$ cat config.mk
export PLATFORM = sky130hd
export DESIGN_NAME = vector_op_sequencer
export DESIGN_NICKNAME = d
export VERILOG_FILES = /design/src/rtl/vector_op_sequencer.sv
export SDC_FILE = /design/constraint.sdc
export NUM_CORES = 1
export LEC_CHECK = 0
export ABC_AREA = 1
export ABC_CLOCK_PERIOD_IN_PS = 2100
export BUFFER_PORTS_ARGS = -buffer_cell sky130_fd_sc_hd__clkbuf_2
export CAP_MARGIN = 20
export CORE_UTILIZATION = 40
export CTS_BUF_LIST = sky130_fd_sc_hd__clkbuf_8
export DETAILED_ROUTE_END_ITERATION = 10
export SYNTH_ARGS = -nofsm -noshare
export SYNTH_HDL_FRONTEND = slang
export SYNTH_SLANG_ARGS = --single-unit
$ cat constraint.sdc
create_clock -name clk -period 2.1 [get_ports clk]
set_input_delay 0.42 -clock clk [delete_from_list [all_inputs] [get_ports clk]]
set_output_delay 0.42 -clock clk [all_outputs]
set_load 0.05 [all_outputs]
$ cat src/rtl/vector_op_sequencer.sv
// Control FSM that walks one scalar or vector operation through a fixed-latency datapath.
// It issues read indices, tracks in-flight elements, emits write-backs and reports completion.
module vector_op_sequencer #(
    parameter int N   = 6,
    parameter int LAT = 2
) (
    input  logic         clk,
    input  logic         rst,
    input  logic         start,
    input  logic         op_type,
    input  logic [N-1:0] vector_max,
    input  logic         stall,
    output logic         busy,
    output logic         rd_en,
    output logic [N-1:0] rd_addr,
    output logic         wr_en,
    output logic [N-1:0] wr_addr,
    output logic [N-1:0] counter,
    output logic         finished,
    output logic         err
);

    typedef enum logic [1:0] {
        IDLE,
        ISSUE,
        DRAIN
    } state_t;

    localparam logic [N-1:0] ONE = N'(1);

    state_t         state_q, state_d;
    logic [N-1:0]   len_q, len_d;
    logic [N-1:0]   idx_q, idx_d;
    logic [N-1:0]   count_q, count_d;
    logic           finished_q, finished_d;
    logic           err_q, err_d;
    logic [LAT-1:0] pipe_valid_q, pipe_valid_d;
    logic [N-1:0]   pipe_addr_q [LAT];
    logic [N-1:0]   pipe_addr_d [LAT];

    logic           issue_fire;
    logic           write_fire;
    logic [N-1:0]   start_len;

    // A stalled cycle neither issues nor retires, so both strobes are gated by stall directly.
    always_comb begin
        issue_fire = (state_q == ISSUE) && !stall;
        write_fire = pipe_valid_q[LAT-1] && !stall;
        start_len  = op_type ? vector_max : ONE;
    end

    always_comb begin
        state_d      = state_q;
        len_d        = len_q;
        idx_d        = idx_q;
        count_d      = count_q;
        finished_d   = finished_q;
        err_d        = err_q;
        pipe_valid_d = pipe_valid_q;
        pipe_addr_d  = pipe_addr_q;

        // The last stage holds the element due for write-back in this cycle.
        if (!stall) begin
            pipe_valid_d[0] = issue_fire;
            pipe_addr_d[0]  = idx_q;
            for (int i = 1; i < LAT; i++) begin
                pipe_valid_d[i] = pipe_valid_q[i-1];
                pipe_addr_d[i]  = pipe_addr_q[i-1];
            end
        end

        if (write_fire) begin
            count_d = count_q + ONE;
        end

        case (state_q)
            IDLE: begin
                if (start) begin
                    len_d      = start_len;
                    idx_d      = '0;
                    count_d    = '0;
                    finished_d = 1'b0;
                    err_d      = 1'b0;
                    if (start_len == '0) begin
                        finished_d = 1'b1;
                        err_d      = 1'b1;
                    end else begin
                        state_d = ISSUE;
                    end
                end
            end
            ISSUE: begin
                if (issue_fire) begin
                    idx_d = idx_q + ONE;
                    if (idx_q == len_q - ONE) begin
                        state_d = DRAIN;
                    end
                end
            end
            DRAIN: begin
                if (write_fire && (pipe_addr_q[LAT-1] == len_q - ONE)) begin
                    state_d    = IDLE;
                    finished_d = 1'b1;
                end
            end
            default: begin
                state_d = IDLE;
            end
        endcase
    end

    always_ff @(posedge clk) begin
        if (rst) begin
            state_q      <= IDLE;
            len_q        <= '0;
            idx_q        <= '0;
            count_q      <= '0;
            finished_q   <= 1'b0;
            err_q        <= 1'b0;
            pipe_valid_q <= '0;
            for (int i = 0; i < LAT; i++) begin
                pipe_addr_q[i] <= '0;
            end
        end else begin
            state_q      <= state_d;
            len_q        <= len_d;
            idx_q        <= idx_d;
            count_q      <= count_d;
            finished_q   <= finished_d;
            err_q        <= err_d;
            pipe_valid_q <= pipe_valid_d;
            for (int i = 0; i < LAT; i++) begin
                pipe_addr_q[i] <= pipe_addr_d[i];
            end
        end
    end

    // Addresses read as zero whenever their strobe is low.
    always_comb begin
        busy     = (state_q != IDLE);
        rd_en    = issue_fire;
        rd_addr  = issue_fire ? idx_q : '0;
        wr_en    = write_fire;
        wr_addr  = write_fire ? pipe_addr_q[LAT-1] : '0;
        counter  = count_q;
        finished = finished_q;
        err      = err_q;
    end

endmodule

Word-level counts from Yosys, hierarchy flattened
Index checks and enable logic that the tools add are counted.
{"block": "word_totals", "register_bits": 36, "latchBits": 0, "mem_bits_rw": 0, "romBits": 0, "inputBits": 11, "output_inout_bits": 23, "elab_cells": 53, "n_memories": 0}
{"block": "op_classes", "add_sub_neg": 3, "mul": 0, "div": 0, "n_lt_le_gt_ge": 0, "n_eq_ne": 9, "shifts": 0, "mux": 19, "bitwise": 0, "reduce_logical": 13}
{"op": "2-to-1 mux 6 bit", "n": 8}
{"op": "adder 6 x 1 -> 6 bit, second input constant", "n": 2}
{"op": "== test 6 bit", "n": 2}
{"op": "one-hot mux 6 bit (2 select lines)", "n": 1}
{"op": "2-to-1 mux 2 bit", "n": 5}
{"op": "inequality test 2 bit, second input constant", "n": 4}
{"op": "zero test 6 bit", "n": 1}
{"op": "one-hot mux 2 bit (3 select lines)", "n": 1}
{"op": "AND reduction 3 bit", "n": 2}
{"op": "nonzero test 2 bit", "n": 3}
{"op": "subtractor 6 x 1 -> 6 bit, second input constant", "n": 1}
{"op": "AND reduction 5 bit", "n": 1}
{"op": "logical AND 1 bit", "n": 3}
{"op": "2-to-1 mux 1 bit", "n": 3}
{"op": "== test 2 x 1 -> 1 bit, second input constant", "n": 1}
{"op": "== test 2 bit, second input constant", "n": 1}
{"op": "zero test 2 bit", "n": 1}
{"op": "inequality test 2 x 1 -> 1 bit, second input constant", "n": 1}
{"op": "one-hot mux 1 bit (2 select lines)", "n": 1}
{"op": "AND reduction 2 bit", "n": 1}
{"op": "zero test 1 bit", "n": 1}

Depth between registers and ports, before layout
{"block": "logic_depth", "depth_word": 5, "mapped_depth": 12, "depth_no_buf": 12}

Worst setup path before layout
OpenSTA, ideal clock, no wires.
{"block": "synth_timing", "path_kind": "input to output", "from": "in stall", "to": "out wr_addr[0]", "arrival_time_ns": 1.640, "setup_slack_ns": 0.040, "path_stages": 3, "path_cell_list": "nor2_4 > inv_1 > nor2_1"}
{"block": "synth_via", "elab_chain_cells": 3}
{"element": "start: declaration", "line_no": "12", "source": "input logic stall,"}
{"element": "zero test 1 bit"}
{"element": "logical AND 1 bit", "line_no": "48", "source": "write_fire = pipe_valid_q[LAT-1] && !stall;"}
{"element": "2-to-1 mux 6 bit", "line_no": "144", "source": "wr_addr = write_fire ? pipe_addr_q[LAT-1] : '0;"}
{"element": "end: declaration", "line_no": "17", "source": "output logic [N-1:0] wr_addr,"}
No other way between the ends.

Final worst setup path
{"block": "layout_timing", "from": "reg state_q[0]", "to": "out rd_en"}
{"block": "layout_via", "elab_chain_cells": 2}
{"element": "start: declaration", "line_no": "31", "source": "state_t state_q, state_d;"}
{"element": "start signal: assignment", "line_no": "125", "source": "state_q <= state_d;"}
{"element": "== test 2 x 1 -> 1 bit", "line_no": "47", "source": "issue_fire = (state_q == ISSUE) && !stall;"}
{"element": "logical AND 1 bit", "line_no": "47"}
{"element": "end: declaration", "line_no": "14", "source": "output logic rd_en,"}
No other way between the ends.

==> summary.md <==
| Metric | Value |
|---|---|
| Run status | `complete, no violations` |
| CP Data Arrival Time | `~1.4 ns` |
| Initial core utilization | `approximately two fifths` |
| Worst hold margin | `around 0.40 ns` |
| Die X | `slightly below 70 µm` |
| Final min period | `approximately 1.8 ns` |
| Slew @ Worst Pin | `around 0.44 ns` |
| Clock Path Buffers | `2` |
| Final Cycle Share | `~85%` |
| CTS Root Cell | `clkbuf_8` |
| Slowest cell delay on critical path | `0.37 ns` |
| Setup TNS | `0 ns` |
| Final Hold Fails | `0` |
| Routed len/inst | `11.7 µm` |
| Layout Utilization | `48.7%` |
| Core area | `between 4000 and 5000 µm²` |
| DPL Wire Length | `about 3200 µm` |
| CTS resizes | `0` |
| Total of max-cap violations | `0` |
| Cell Pwr Density | `approximately 680 nW/µm²` |
| Initial DRC count | `80` |
| CP required | `roughly 1.7 ns` |
| HP Class | `in -> reg` |
| DIE AREA | `4820 µm²` |
| Worst skew pair latency | `between 0.2 and 0.3 ns` |
| Synth top area share | `39.6%` |
| Via count | `between 1500 and 2000` |
| Antenna diodes | `0` |
| Leakage | `between 0.9 and 1 nW` |
| Global Route Usage Sum | `a little under a fifth` |
| GPL Wtd Cong | `between 0.8 and 0.9` |
| Worst Path Buf+Inv | `1` |
| Largest net degree at the start of global routing | `17` |
| Clk_skew | `approximately 0.0068 ns` |
| Post-CTS Setup Repair Bufs | `0` |
| F_max | `around 0.56 GHz` |
| Yosys top cell by area | `dfxtp_1` |
| First-pass GRT wire length | `about 7000 µm` |
| Die height | `slightly below 70 µm` |
| Number of global-route vias before repair | `1548` |
| Area grow syn2layout | `16.6%` |
| Worst VDD drop | `between 0.4 and 0.5 mV` |
| Post-Route WL | `about 4200 µm` |
| Area contributors post-synth | `dfxtp_1 40%, nand2_1 12%, inv_1 7.8%` |
| Initial antenna violation count | `0` |
| Placed cells | `between 300 and 400` |
| CTS tree | `yes` |
| Ys Warns | `0` |
| Total Power | `between 1 and 1.5 mW` |
| I/O Buffers | `33` |
| Pins Over Slew Limit | `0` |
| Post-route DRC | `0` |
| DR pass1 iterations | `4` |
| CP max stage cell | `dfxtp_1` |
| Relative slew slack | `a little over two thirds` |
| Clock-pin slew on the worst setup and hold paths | `around 0.07 ns` |
| Fin cells | `355` |
| Setup violators final | `0` |
| # hold bufs at CTS | `0` |
| Standard-cell row count | `24` |
| CTS Buf Count | `5` |
| CTS H-Tree Depth | `2` |
| Seq cells post-synth | `36` |
| ANT nets after route | `0` |
| Final #Nets | `about 320` |
| GR Overflow Total | `0` |
| Critical path cell sequence | `nand2_2 > nor2_4 > clkbuf_2` |
| Startpoint types | `register` |
| Delay-heaviest family, CP | `simple AND/OR/NAND/NOR gates` |
| Critical path class | `reg -> out` |
| Synth cell types | `24` |
| CP Max Fanout | `9` |
| Post-Syn Area | `roughly 1800 µm²` |
| Vias per cell | `4.97` |
| Synthesized area per cell | `6.84 µm²` |
| Syn nets | `280` |
| I/O pin count | `34` |
| RSZ-0062 raised after global routing | `false` |
| CP endpoint kind | `output port` |
| CTS Sinks | `36` |
| Post-synthesis sequential area ratio | `roughly two fifths` |
| Layout cells sized above 1 | `between 10% and 20%` |
| Mapped Cells | `between 200 and 300` |
cell usage after synthesis:
cell	number
xnor2_1	2
nor2_2	2
nor2_1	31
ha_1	3
or2_4	1
o21a_1	1
nor3_1	1
a21oi_1	26
nand2_1	59
dfxtp_1	36
xor2_1	3
inv_1	38
clkbuf_1	3
nor3_4	1
nand3_1	19
nor2_4	3
o21ai_0	19
inv_2	1
nor2_8	1
a31oi_1	2
nor3b_1	1
buf_2	2
nand4_1	10
nand2_2	1
report_power, final:
group | switching, mW | internal [mW] | total (mW) | leakage [nW]
combinational | 0.174 | 0.0762 | 0.250 | 0.625
sequential | 0.0176 | 0.705 | 0.723 | 0.293
clock | 0.242 | 0.221 | 0.463 | 0.0452
cell usage in the layout (no fill, tap or decap), types with 2 or more instances in the layout:
master | netlist | layout
a21oi_1 | 26 | 26
a31oi_1 | 2 | 2
buf_4 | 0 | 2
clkbuf_2 | 0 | 33
clkbuf_8 | 0 | 5
dfxtp_1 | 36 | 36
ha_1 | 3 | 3
inv_1 | 38 | 39
nand2_1 | 59 | 59
nand3_1 | 19 | 19
nand4_1 | 10 | 10
nor2_1 | 31 | 31
nor2_2 | 2 | 2
nor2_4 | 3 | 3
o21ai_0 | 19 | 19
xnor2_1 | 2 | 2
xor2_1 | 3 | 3
layout make-up:
type / count / area (µm²)
fill: 465 / 2230
multi-input combinational: 186 / 932
sequential: 36 / 721
timing repair buffer: 35 / 180
inverter: 39 / 146
clock buffer: 5 / 68.8
tap: 52 / 65.1
clock inverter: 2 / 8.76
kinds of logic after synthesis:
kind of cell,after synthesis,synth area share [%]
XOR/XNOR,5,2.41
AND/OR/NAND/NOR,130,33.3
buffers and inverters,44,9.21
flip-flops,36,39.6
adder cells (fa/ha/maj),3,2.06
AO/OA/AOI/OAI,48,13.5
worst paths after layout:
kind	from	endpoint	slack, ns	cells after the start
hold / removal	vector_max[5]	len_q[5]$_SDFFE_PP0P_	0.40	3
hold reg to reg	pipe_addr_q[6]$_SDFFE_PP0N_	pipe_addr_q[6]$_SDFFE_PP0N_	0.45	2
setup / recovery	state_q[0]$_SDFFE_PP0P_	rd_en	0.32	3
setup reg to reg	len_q[0]$_SDFFE_PP0P_	state_q[1]$_SDFFE_PP0P_	0.38	9
sequential cells by signal, indices dropped and copies added (netlist names):
signal        cells
err               1
state_q           2
finished          1
pipe_addr_q      12
counter           6
len_q             6
idx_q             6
pipe_valid_q      2
metal layers:
layer,wire length [µm],up-vias,GRT usage (%)
met2,1800,46,27.8
met3,180,5,3.63
met1,2160,782,24.8
met4,29,0,6.80
li1,-,931,-
met5,0,-,0
worst reg2reg max path, stage by stage (launching register included):
cell and delay (ns):
dfxtp_1 0.41, inv_1 0.13, ha_1 0.34, xor2_1 0.15, nand2_1 0.06, nor2_1 0.14, nand2_1 0.08, nor2_2 0.09
nand4_1 0.10, a21oi_1 0.15
through the flow:
step | area (µm²) | setup slack (ns)
6_report | 2120 | 0.318
5_1_grt | 2120 | 0.172
4_1_cts | 2120 | 0.312
3_5_place_dp | 2040 | 0.346
3_3_place_gp | 2040 | 0.365
2_1_floorplan | 1820 | 0.0396
No activity file was read; power rests on OpenSTA's default activity.
